--- src/rtl/calc_pkg.sv ---
// Shared types and constants for the calculator datapath.
// Also holds the state encodings for both buffer_rx FSMs.
package calc_pkg;

    localparam int unsigned ANCHO_BYTE = 8;

    typedef enum logic {
        CAPTURA,
        ESPERA_BAJA
    } est_cap_t;

    typedef enum logic [1:0] {
        VACIO,
        PRESENTA,
        HUECO
    } est_pres_t;

endpackage

--- src/rtl/ram_fifo.sv ---
// Storage array for the receive FIFO.
// Writes are synchronous and reads are asynchronous, so the top can register the head byte.
module ram_fifo #(
    parameter int unsigned PROFUNDIDAD = 16,
    parameter int unsigned ANCHO       = 8
) (
    input  logic                           clk,
    input  logic                           wr_en,
    input  logic [$clog2(PROFUNDIDAD)-1:0] wr_addr,
    input  logic [ANCHO-1:0]               wr_data,
    input  logic [$clog2(PROFUNDIDAD)-1:0] rd_addr,
    output logic [ANCHO-1:0]               rd_data
);

    logic [ANCHO-1:0] mem [PROFUNDIDAD];

    always_ff @(posedge clk) begin
        if (wr_en) begin
            mem[wr_addr] <= wr_data;
        end
    end

    assign rd_data = mem[rd_addr];

endmodule

--- src/rtl/buffer_rx.sv ---
// Receive FIFO between the UART receiver and the calculator controller.
// It drains UART bytes at once and re-presents them with a one-cycle valid-low gap after each pop.
module buffer_rx
    import calc_pkg::*;
#(
    parameter int unsigned PROFUNDIDAD = 16,
    parameter int unsigned ANCHO       = ANCHO_BYTE
) (
    input  logic                             clk,
    input  logic                             rst,
    input  logic [ANCHO-1:0]                 dato_uart,
    input  logic                             uart_valido,
    output logic                             uart_leido,
    output logic [ANCHO-1:0]                 dato_rx,
    output logic                             rx_valido,
    input  logic                             rx_leido,
    input  logic                             limpiar,
    output logic [$clog2(PROFUNDIDAD):0]     nivel,
    output logic                             desbordado
);

    localparam int unsigned PW = $clog2(PROFUNDIDAD);
    localparam int unsigned NW = PW + 1;

    est_cap_t  est_cap, est_cap_sig;
    est_pres_t est_pres, est_pres_sig;

    logic [PW-1:0]    wr_ptr, rd_ptr;
    logic [ANCHO-1:0] ram_dato;

    logic push_c, pop_c, lleno_c, acepta_c, desborda_c;

    ram_fifo #(
        .PROFUNDIDAD (PROFUNDIDAD),
        .ANCHO       (ANCHO)
    ) u_ram (
        .clk     (clk),
        .wr_en   (acepta_c),
        .wr_addr (wr_ptr),
        .wr_data (dato_uart),
        .rd_addr (rd_ptr),
        .rd_data (ram_dato)
    );

    // State registers for both FSMs
    always_ff @(posedge clk or posedge rst) begin
        if (rst) begin
            est_cap  <= CAPTURA;
            est_pres <= VACIO;
        end else begin
            est_cap  <= est_cap_sig;
            est_pres <= est_pres_sig;
        end
    end

    // Next-state logic; a flush forces the presentation side idle
    always_comb begin
        est_cap_sig  = est_cap;
        est_pres_sig = est_pres;

        case (est_cap)
            CAPTURA:     if (uart_valido)  est_cap_sig = ESPERA_BAJA;
            ESPERA_BAJA: if (!uart_valido) est_cap_sig = CAPTURA;
            default:     est_cap_sig = CAPTURA;
        endcase

        case (est_pres)
            VACIO:    if (nivel != '0) est_pres_sig = PRESENTA;
            PRESENTA: if (rx_leido)    est_pres_sig = HUECO;
            HUECO:    est_pres_sig = (nivel != '0) ? PRESENTA : VACIO;
            default:  est_pres_sig = VACIO;
        endcase

        if (limpiar) begin
            est_pres_sig = VACIO;
        end
    end

    // Per-cycle push/pop decisions
    always_comb begin
        push_c     = 1'b0;
        pop_c      = 1'b0;
        lleno_c    = 1'b0;
        acepta_c   = 1'b0;
        desborda_c = 1'b0;

        push_c     = (est_cap == CAPTURA) && uart_valido;
        pop_c      = (est_pres == PRESENTA) && rx_leido && !limpiar;
        lleno_c    = (nivel == NW'(PROFUNDIDAD));
        acepta_c   = push_c && (!lleno_c || pop_c) && !limpiar;
        desborda_c = push_c && lleno_c && !pop_c;
    end

    // Pointers, occupancy and registered outputs
    always_ff @(posedge clk or posedge rst) begin
        if (rst) begin
            wr_ptr     <= '0;
            rd_ptr     <= '0;
            nivel      <= '0;
            uart_leido <= 1'b0;
            rx_valido  <= 1'b0;
            dato_rx    <= '0;
            desbordado <= 1'b0;
        end else begin
            uart_leido <= push_c;
            rx_valido  <= (est_pres_sig == PRESENTA);

            // Head byte is latched only on entry to PRESENTA and held while valid
            if ((est_pres_sig == PRESENTA) && (est_pres != PRESENTA)) begin
                dato_rx <= ram_dato;
            end

            if (limpiar) begin
                wr_ptr     <= '0;
                rd_ptr     <= '0;
                nivel      <= '0;
                desbordado <= 1'b0;
            end else begin
                if (acepta_c) wr_ptr <= wr_ptr + PW'(1);
                if (pop_c)    rd_ptr <= rd_ptr + PW'(1);

                case ({acepta_c, pop_c})
                    2'b10:   nivel <= nivel + NW'(1);
                    2'b01:   nivel <= nivel - NW'(1);
                    default: nivel <= nivel;
                endcase

                if (desborda_c) desbordado <= 1'b1;
            end
        end
    end

endmodule

--- config.mk ---
export PLATFORM = sky130hd
export DESIGN_NAME = buffer_rx
export DESIGN_NICKNAME = d
export VERILOG_FILES = /design/src/rtl/calc_pkg.sv /design/src/rtl/ram_fifo.sv /design/src/rtl/buffer_rx.sv
export SDC_FILE = /design/constraint.sdc
export NUM_CORES = 1
export LEC_CHECK = 0
export ABC_AREA = 1
export CAP_MARGIN = 10
export CORE_MARGIN = 3
export CORE_UTILIZATION = 35
export CTS_BUF_LIST = sky130_fd_sc_hd__clkbuf_2
export DETAILED_ROUTE_END_ITERATION = 16
export GPL_TIMING_DRIVEN = 0
export PLACE_DENSITY_LB_ADDON = 0.15
export SLEW_MARGIN = 20
export SYNTH_ARGS = -nofsm -noshare
export SYNTH_HDL_FRONTEND = slang
export SYNTH_HIERARCHICAL = 1
export SYNTH_SLANG_ARGS = --single-unit
--- constraint.sdc ---
create_clock -name clk -period 3.4 [get_ports clk]
set_clock_uncertainty 0.05 [all_clocks]
set_input_delay 0.68 -clock clk [delete_from_list [all_inputs] [get_ports clk]]
set_output_delay 0.68 -clock clk [all_outputs]
set_load 0.02 [all_outputs]
==> out/results.txt <==
Mapped Cells: 691
Rel. slew slack: 41.1%
initial antenna violation count: 1
I/O pin cnt: 29
DR pass1 iterations: 6
post-synthesis sequential area ratio: 64.2%
number of setup violations in the final report: 0
outcome: finished clean
die width: 148 um
RSZ-0062 raised after global routing: false
Final GP Congestion: 0.883
Initial Utilization: 35.9%
syn nets: 710
pin count of the biggest net entering global routing: 28
Max Cap Viol: 0
CTS resizes: 0
vias in the first global route: 4703
Req. time, crit path: 2670 ps
Worst VDD drop: 0.242 mV
global route total overflow: 0
CTS tree: built
initial drt markers: 475
first-pass GRT wire length: 27.6 mm
Die H: 148 um
wire length on met3: 958 um
power per cell area: 579 nW/um^2
Die ar.: 21900 um^2
row cnt: 51
leak pwr: 3.40 nW
DR DRC count: 0
CTS buffer count: 17
Tcrit/Tclk final: 76.6%
total detailed-routing wirelength: 18.0 mm
uppermost routed layer: met4
root buffer cell: clkbuf_2
Worst R2R Path Depth: 7
final slew viol count: 0
Syn Area/Cell: 10.2 um^2
standard cell core area: 19600 um^2
DP HPWL: 12.5 mm
vias per cell: 4.74
htree depth: 4
worst path cell trace: clkdlybuf4s50_1
Startpoint Class: flop
WP buf/inv: 1
clk slew on worst S/H paths: 220 ps
stages on the worst setup path: 1
Total GRT Usage: 17.1%
post-synthesis register bit count: 155
WL per Instance: 17.7 um
family with the most delay on the worst path: buffers and inverters
fmax: 384 MHz
Yosys cell types: 33
final net count: 756
Netlist Area Pre-Place: 7040 um^2
Buffers on Ports: 27
slew at the pin closest to its max-slew limit: 880 ps
worst skew pair latency: 760 ps
Crit Path Class: flop to primary output
TNS Setup: 0 ps
Setup crit end kind: primary output
Final Power: 4.56 mW
clk buf depth: 2
CTS Hold Bufs: 0
Worst Hold Depth: 2
DR vias: 4822
crit path DAT: 1870 ps
WL met1: 8.78 mm
Hold Fails Final Rpt: 0
Ys Warns: 6
share of cells above drive strength 1: 11.7%
Hold Path Class: primary input to flop
Post-CTS Setup Inserts: 0
layout overhead on the synthesized area: 11.8%
Antenna Nets Post-Route: 0
met2 wire length: 7.96 mm
Largest stage delay, worst path: 650 ps
crit-path max FO: 5
Sink Count: 155
fin crit period: 2600 ps
CP max-delay cell: clkdlybuf4s50_1
through the flow:
stage                     hold slack (ps)  util (%)  std cells  instance area, um^2  setup slack [ps]
final                                 115      40.2       1017                 7870               796
after global routing                 17.6      40.2       1017                 7870               662
after CTS                            29.4      40.2       1015                 7870               698
after detailed placement              411      39.0        983                 7640              72.8
after global placement                404      39.0        983                 7640              91.8
after floorplan                       381         -        691                 7040              1210
layout make-up:
type / count / area (um^2)
diodes: 2 / 5.00
plain buffers: 27 / 194
clock buffers: 18 / 90.1
clock inverters: 14 / 135
fillers: 1957 / 11700
inverters: 125 / 469
multi-input cells: 384 / 1860
flip-flops and latches: 155 / 4520
well taps: 265 / 332
repair buffers: 27 / 270
registers in the layout (all words and copies together), names as in the netlist:
name and flops:
uart_leido 1, u_ram/mem 128, est_cap 1, rd_ptr 4, rx_valido 1, nivel 5
dato_rx 8, desbordado 1, wr_ptr 4, est_pres 2
cell usage in the layout, fill, tap and decap left out, types with 3 or more instances in the layout:
cell type,Yosys,final
nand2_1,195,195
edfxtp_1,128,128
inv_1,121,120
nand3_1,108,108
nor2_1,27,27
dfrtp_1,27,27
clkdlybuf4s50_1,0,27
clkbuf_2,0,18
buf_2,14,14
o21ai_2,10,10
buf_6,8,8
inv_6,0,7
a21oi_1,6,6
inv_2,4,5
ha_1,5,5
buf_4,4,4
nand3_2,3,3
nand2_2,3,3
kinds of logic after synthesis:
family,after synthesis,synth area share [%]
xor+xnor,4,0.498
buf+inv,152,9.42
compound gates,27,2.86
simple gates,347,21.9
flops,155,64.2
fa+ha+maj,6,1.17
cells in the mapped netlist:
library cell,instances,share of area (%)
nor2_2,2,0.18
nor2_1,27,1.4
o21ai_2,10,1.2
o21ai_4,1,0.23
edfxtp_1,128,55
nand2_4,1,0.16
buf_1,1,0.053
xnor2_1,2,0.25
nor2_4,1,0.16
nand4_1,2,0.18
a21oi_1,6,0.43
buf_6,8,1.3
ha_1,5,0.89
buf_2,14,1.0
nand3_4,2,0.50
nand2_2,3,0.27
o21ai_0,2,0.14
o21bai_1,1,0.11
nand3b_1,2,0.21
nand3_1,108,7.7
xor2_1,2,0.25
inv_2,4,0.21
buf_4,4,0.43
dfrtp_1,27,9.6
o21a_1,1,0.11
inv_1,121,6.4
fa_1,1,0.28
o21ai_1,2,0.14
nand3_2,3,0.43
nor2_8,1,0.28
a21oi_2,2,0.25
o31ai_1,2,0.21
nand2_1,195,10
path summary, 6_finish.rpt:
check,from,end,slack [ps]
setup / recovery,nivel[4],nivel[4],800
hold / removal,limpiar,rx_valido,120
setup reg to reg,est_pres[1],u_ram/mem[13][7],890
hold reg to reg,rd_ptr[3],rd_ptr[3],440
max in group asynchronous,rst,nivel[1],2630
min in group asynchronous,rst,dato_rx[1],260
report_power, final:
group | switching (mW) | internal [mW] | total, mW
logic | 0.874 | 0.459 | 1.33
registers | 0.0761 | 2.15 | 2.22
clock network | 0.721 | 0.287 | 1.01
layer usage:
metal,global-route usage [%],vias up
met4,4.20,0
met5,0,-
li1,-,2330
met3,4.26,22
met2,25.9,143
met1,24.9,2327
Note: power is estimated with default switching activity, not from simulation.
==> variant 1: new RTL, same settings <==
`ANCHO_BYTE`: 8 -> 4.
--- a/src/rtl/calc_pkg.sv
+++ b/src/rtl/calc_pkg.sv
@@ -2,7 +2,7 @@
 // Also holds the state encodings for both buffer_rx FSMs.
 package calc_pkg;
 
-    localparam int unsigned ANCHO_BYTE = 8;
+    localparam int unsigned ANCHO_BYTE = 4;
 
     typedef enum logic {
         CAPTURA,
Interface: changed (resized dato_rx and dato_uart); port bits go from 29 to 21. No check against the original RTL was run, so the function may have changed too.
==> variant 1 against the original RTL <==
Hold slack improved by 0.33 ns. First-iteration DRC count decreased by 65%. Worst setup slack better by 0.12 ns. Area after synthesis is 42% lower. Sequential cell count decreased by 68. Cell area is 42% lower. Routed wire length shrank 50%. Power is 58% lower. Sequential power decreased by 46%. Critical path type is now input port to flip-flop. Largest cell class unchanged. Largest power group unchanged. Highest routed layer unchanged.
==> variant 1: results (changes against the original RTL) <==
Clock tree:
- CTS placed an instance of sky130_fd_sc_hd__clkbuf_2 at the clock tree root.
- The clock network latency to the later pin of the worst-skew pair is 0.56 ns (-0.20 ns).
- The post-cts gate resize count was 0 (unchanged).
- The total number of H-tree levels is 3 (-1).

Place:
- The half-perimeter wire length after placement is 6400 µm (-49%).
- The count of buffers inserted at the top-level ports came to 20 (-26%).
- The final weighted congestion in routability-driven placement is 0.801 (-9.4%).

Layout:
- The share of final-layout standard cells stronger than drive strength 1 is 9.35% (-2.4 points).
- The total of fill cells in the finished design was 1113 (-43%).
- The non-clock inverter instance count of the final layout was 75 (-40%).
- The largest registers in the layout are u_ram/mem (64), nivel (5).
- The clock tree buffer count of the final layout is 9 (-9).
- The fraction of area in multi-input gates is 26.7% (+3.1 points).
- The portion of the layout cell area used by non-clock buffers is 6.53% (+0.64 points).
- The number of nets in the final layout is 471 (-38%).
- The count of plain and timing-repair buffers is 32 (-41%).
- The number of flip-flops in the largest register is 64 (-50%).
- The number of multi-input combinational cells in the layout is 251 (-35%).
- The number of flip-flops and latches came to 87 (-44%).
- The proportion of cell area occupied by registers was 54.3% (-3.1 points).
- The fraction of area in clock buffers and inverters is 2.34% (-0.52 points).
- The count of inserted antenna diode cells came to 0 (-2).

Synthesis:
- In the synthesized netlist, the cells that appear most often are sky130_fd_sc_hd__nand2_1, sky130_fd_sc_hd__inv_1, sky130_fd_sc_hd__nand3_1, sky130_fd_sc_hd__edfxtp_1.
- The number of nets in the synthesized netlist was 440 (-38%).
- Yosys attributes the largest share of cell area to sky130_fd_sc_hd__edfxtp_1, sky130_fd_sc_hd__dfrtp_1, sky130_fd_sc_hd__nand2_1, sky130_fd_sc_hd__nand3_1, sky130_fd_sc_hd__inv_1.
- The sequential cell area fraction in the yosys report is 60.7% (-3.5 points).
- The number of distinct library cell variants in the gate-level netlist after synthesis is 32 (-3.0%).
- The fraction of synthesis flops using an asynchronous set or reset pin came to 26.4% (+9.0 points).
- The count of yosys warnings during synthesis is 6 (unchanged).
- The number of enable flip-flop cells after synthesis is 64 (-50%).

STA:
- The transition time of the tightest slew-check pin is 0.870 ns (-0.00994 ns).

Drt:
- The number of DRC markers after the initial detailed-route iteration was 167 (-65%).
- The number of detailed-routing iterations run before antenna repair is 5 (-1).
- The number of vias per cell is 4.73 (-0.21%).
- The final routed wirelength across all metal layers is 9000 µm (-50%).

Power:
- The power attributed to the clock group came to 0.000512 W (-49%).
- The worst ir drop on vdd came to 0.148 mV (-39%).
- The leakage component of the power came to 2.01 nW (-41%).
- The sequential-cell power consumption is 0.00119 W (-46%).
- The internal cell power was 0.00142 W (-51%).

Worst setup path:
- The highest net fanout along the worst path was 9 (+4).
- The arrival time of the worst setup path is 2.89 ns (+1.02 ns).
- The delay of the slowest cell on the worst path is 0.81 ns (+0.16 ns).

Min path:
- In this run the worst hold path is classified as flip-flop to flip-flop.

Status:
- The run finished with clean final reports.

Global route:
- The wire length of the first global-routing pass was 14600 µm (-47%).
- The aggregate global-route resource usage was 14.7% (-2.3 points).
- The pin count of the biggest net entering global routing is 24 (-14%).
- The initial antenna violation count is 0 (-1).
variant 1: worst paths after layout:
path	start	to	slack [ns]	cells past startpoint
worst max-delay path	limpiar	nivel[4]	0.91	14
worst min-delay path	rd_ptr[2]	rd_ptr[2]	0.45	1
worst max register to register	est_pres[1]	u_ram/mem[4][1]	1.17	7
worst min register to register	rd_ptr[2]	rd_ptr[2]	0.45	1
max in group asynchronous	rst	est_cap	2.23	2
min in group asynchronous	rst	rd_ptr[3]	0.54	2
variant 1: cell families (layout without fill, tap and decap cells):
logic type / count (synthesis) / count (layout) / synth area share [%]
buffers and inverters: 87 / 122 / 9.52
XOR/XNOR: 4 / 4 / 0.851
flip-flops: 87 / 87 / 60.7
AO/OA/AOI/OAI: 13 / 13 / 2.13
AND/OR/NAND/NOR: 228 / 228 / 24.8
adder cells (fa/ha/maj): 6 / 6 / 2.01
variant 1: metal layers:
metal | up-vias | GRT usage, % | wire (µm) | part of all wire, %
met3 | 8 | 2.22 | 351 | 3.9
li1 | 1430 | - | - | -
met4 | 0 | 5.94 | 111 | 1.2
met1 | 1347 | 20.8 | 4400 | 49
met2 | 54 | 22.8 | 4140 | 46
met5 | - | 0 | 0 | 0
variant 1: through the flow:
stage | std cells | hold WS [ns] | setup WS [ns] | total power, W | instance area (µm²)
after floorplan | 425 | 0.400 | 1.35 | 0.00133 | 4120
after global placement | 585 | 0.410 | 0.331 | 0.00144 | 4490
after detailed placement | 585 | 0.420 | 0.318 | 0.00144 | 4490
after CTS | 600 | 0.449 | 0.936 | 0.00195 | 4600
after global routing | 600 | 0.486 | 0.728 | 0.00202 | 4600
final | 600 | 0.447 | 0.912 | 0.00192 | 4600
==> variant 2: new RTL, config.mk and constraints unchanged <==
Made on the original files. Put one more register stage on the output `nivel`, with the module's reset. The value now appears one clock later. The other outputs are not delayed to match.
--- a/src/rtl/buffer_rx.sv
+++ b/src/rtl/buffer_rx.sv
@@ -21,6 +21,8 @@
 
     localparam int unsigned PW = $clog2(PROFUNDIDAD);
     localparam int unsigned NW = PW + 1;
+
+    logic [$clog2(PROFUNDIDAD):0] nivel_s0;
 
     est_cap_t  est_cap, est_cap_sig;
     est_pres_t est_pres, est_pres_sig;
@@ -65,9 +67,9 @@
         endcase
 
         case (est_pres)
-            VACIO:    if (nivel != '0) est_pres_sig = PRESENTA;
+            VACIO:    if (nivel_s0 != '0) est_pres_sig = PRESENTA;
             PRESENTA: if (rx_leido)    est_pres_sig = HUECO;
-            HUECO:    est_pres_sig = (nivel != '0) ? PRESENTA : VACIO;
+            HUECO:    est_pres_sig = (nivel_s0 != '0) ? PRESENTA : VACIO;
             default:  est_pres_sig = VACIO;
         endcase
 
@@ -86,7 +88,7 @@
 
         push_c     = (est_cap == CAPTURA) && uart_valido;
         pop_c      = (est_pres == PRESENTA) && rx_leido && !limpiar;
-        lleno_c    = (nivel == NW'(PROFUNDIDAD));
+        lleno_c    = (nivel_s0 == NW'(PROFUNDIDAD));
         acepta_c   = push_c && (!lleno_c || pop_c) && !limpiar;
         desborda_c = push_c && lleno_c && !pop_c;
     end
@@ -96,7 +98,7 @@
         if (rst) begin
             wr_ptr     <= '0;
             rd_ptr     <= '0;
-            nivel      <= '0;
+            nivel_s0   <= '0;
             uart_leido <= 1'b0;
             rx_valido  <= 1'b0;
             dato_rx    <= '0;
@@ -113,16 +115,16 @@
             if (limpiar) begin
                 wr_ptr     <= '0;
                 rd_ptr     <= '0;
-                nivel      <= '0;
+                nivel_s0   <= '0;
                 desbordado <= 1'b0;
             end else begin
                 if (acepta_c) wr_ptr <= wr_ptr + PW'(1);
                 if (pop_c)    rd_ptr <= rd_ptr + PW'(1);
 
                 case ({acepta_c, pop_c})
-                    2'b10:   nivel <= nivel + NW'(1);
-                    2'b01:   nivel <= nivel - NW'(1);
-                    default: nivel <= nivel;
+                    2'b10:   nivel_s0 <= nivel_s0 + NW'(1);
+                    2'b01:   nivel_s0 <= nivel_s0 - NW'(1);
+                    default: nivel_s0 <= nivel_s0;
                 endcase
 
                 if (desborda_c) desbordado <= 1'b1;
@@ -130,5 +132,13 @@
         end
     end
 
+    always_ff @(posedge clk or posedge rst) begin
+        if (rst) begin
+            nivel <= '0;
+        end else begin
+            nivel <= nivel_s0;
+        end
+    end
+
 endmodule
 
Formal check against the unedited RTL: not equivalent (Yosys sat finds a counterexample within 4 cycles, from zero or initial values and one cycle with rst high).
==> variant 2 against the original RTL <==
Worst setup slack worse by 0.16 ns. Sequential cell count is 5 higher. Largest cell class unchanged. Register-to-register slack worse by 0.22 ns. Highest routed layer unchanged. Area after synthesis is 0.69% higher. Power is 7.8% lower. Largest power group unchanged. Cell area is 1.3% higher. Routed wire length is 2.5% lower.
==> variant 2: results (changes against the original RTL) <==
Status:
- The flow ran to the end, and the final reports show no timing, DRC or antenna violations.

Synthesis:
- The adder and majority cell fraction of the synthesized area came to 1.16% (-0.0081 points).
- The number of distinct library cell variants in the gate-level netlist after synthesis is 30 (-9.1%).
- The post-synthesis xor/xnor area fraction is 0.494% (-0.0034 points).
- The synthesized-area fraction occupied by ao, oa, aoi and oai cells is 1.18% (-1.7 points).

Drt:
- The met2 wire length is 8370 µm (+5.2%).
- The met1 routed wirelength after detailed routing came to 7990 µm (-9.0%).
- The wire length per cell after detailed routing came to 17.0 µm (-3.8%).
- The met3 wire length was 770 µm (-20%).
- The number of vias per cell is 4.77 (+0.66%).
- The number of detailed-routing iterations run before antenna repair is 5 (-1).

Place:
- The placed instance count is 996 (+1.3%).
- The cell area after placement is 7690 µm² (+0.64%).
- The half-perimeter wire length after placement is 12000 µm (-3.9%).
- The minimum setup slack after placement is -0.128 ns (-0.201 ns).

Global route:
- The wire length of the first global-routing pass was 27600 µm (+0.10%).
- The met1 usage in global routing came to 22.7% (-2.2 points).
- The number of global-route vias before repair came to 4897 (+4.1%).
- The aggregate global-route resource usage is 16.8% (-0.25 points).

STA:
- The worst slew slack as a fraction of its limit is 43.6% (+2.5 points).

Worst setup path:
- The delay of the slowest cell on the worst path is 0.70 ns (+0.05 ns).
- The arrival time of the worst setup path was 3.06 ns (+1.19 ns).
- The standard cell with the maximum stage delay on the critical path is sky130_fd_sc_hd__nor2_1.

Layout:
- The share of final-layout standard cells stronger than drive strength 1 is 8.91% (-2.8 points).
- The number of nets in the final layout is 769 (+1.7%).

Power:
- The worst ir drop on vdd is 0.165 mV (-32%).

Clock tree:
- The clock network latency to the later pin of the worst-skew pair is 0.70 ns (-0.06 ns).
-- variant 2: final timing paths --
| path | slack (ns) | end | cells past startpoint | startpoint |
|---|---|---|---|---|
| worst max register to register | 0.67 | u_ram/mem[13][1] | 7 | est_pres[1] |
| worst min register to register | 0.44 | nivel[2] | 0 | nivel_s0[2] |
| worst max-delay path | 0.64 | u_ram/mem[13][1] | 7 | rx_leido |
| max in group asynchronous | 2.52 | nivel_s0[0] | 2 | rst |
| worst min-delay path | 0.21 | desbordado | 2 | limpiar |
| min in group asynchronous | 0.31 | dato_rx[1] | 2 | rst |
-- variant 2: final cells by class --
class                   instances  share of cell area (%)
flip-flops and latches        160                    58.2
multi-input cells             396                    22.7
inverters                     122                    5.77
well taps                     265                    4.16
repair buffers                 27                    3.39
clock inverters                14                    2.35
plain buffers                  26                    2.20
clock buffers                  18                    1.13
diodes                          2                  0.0628
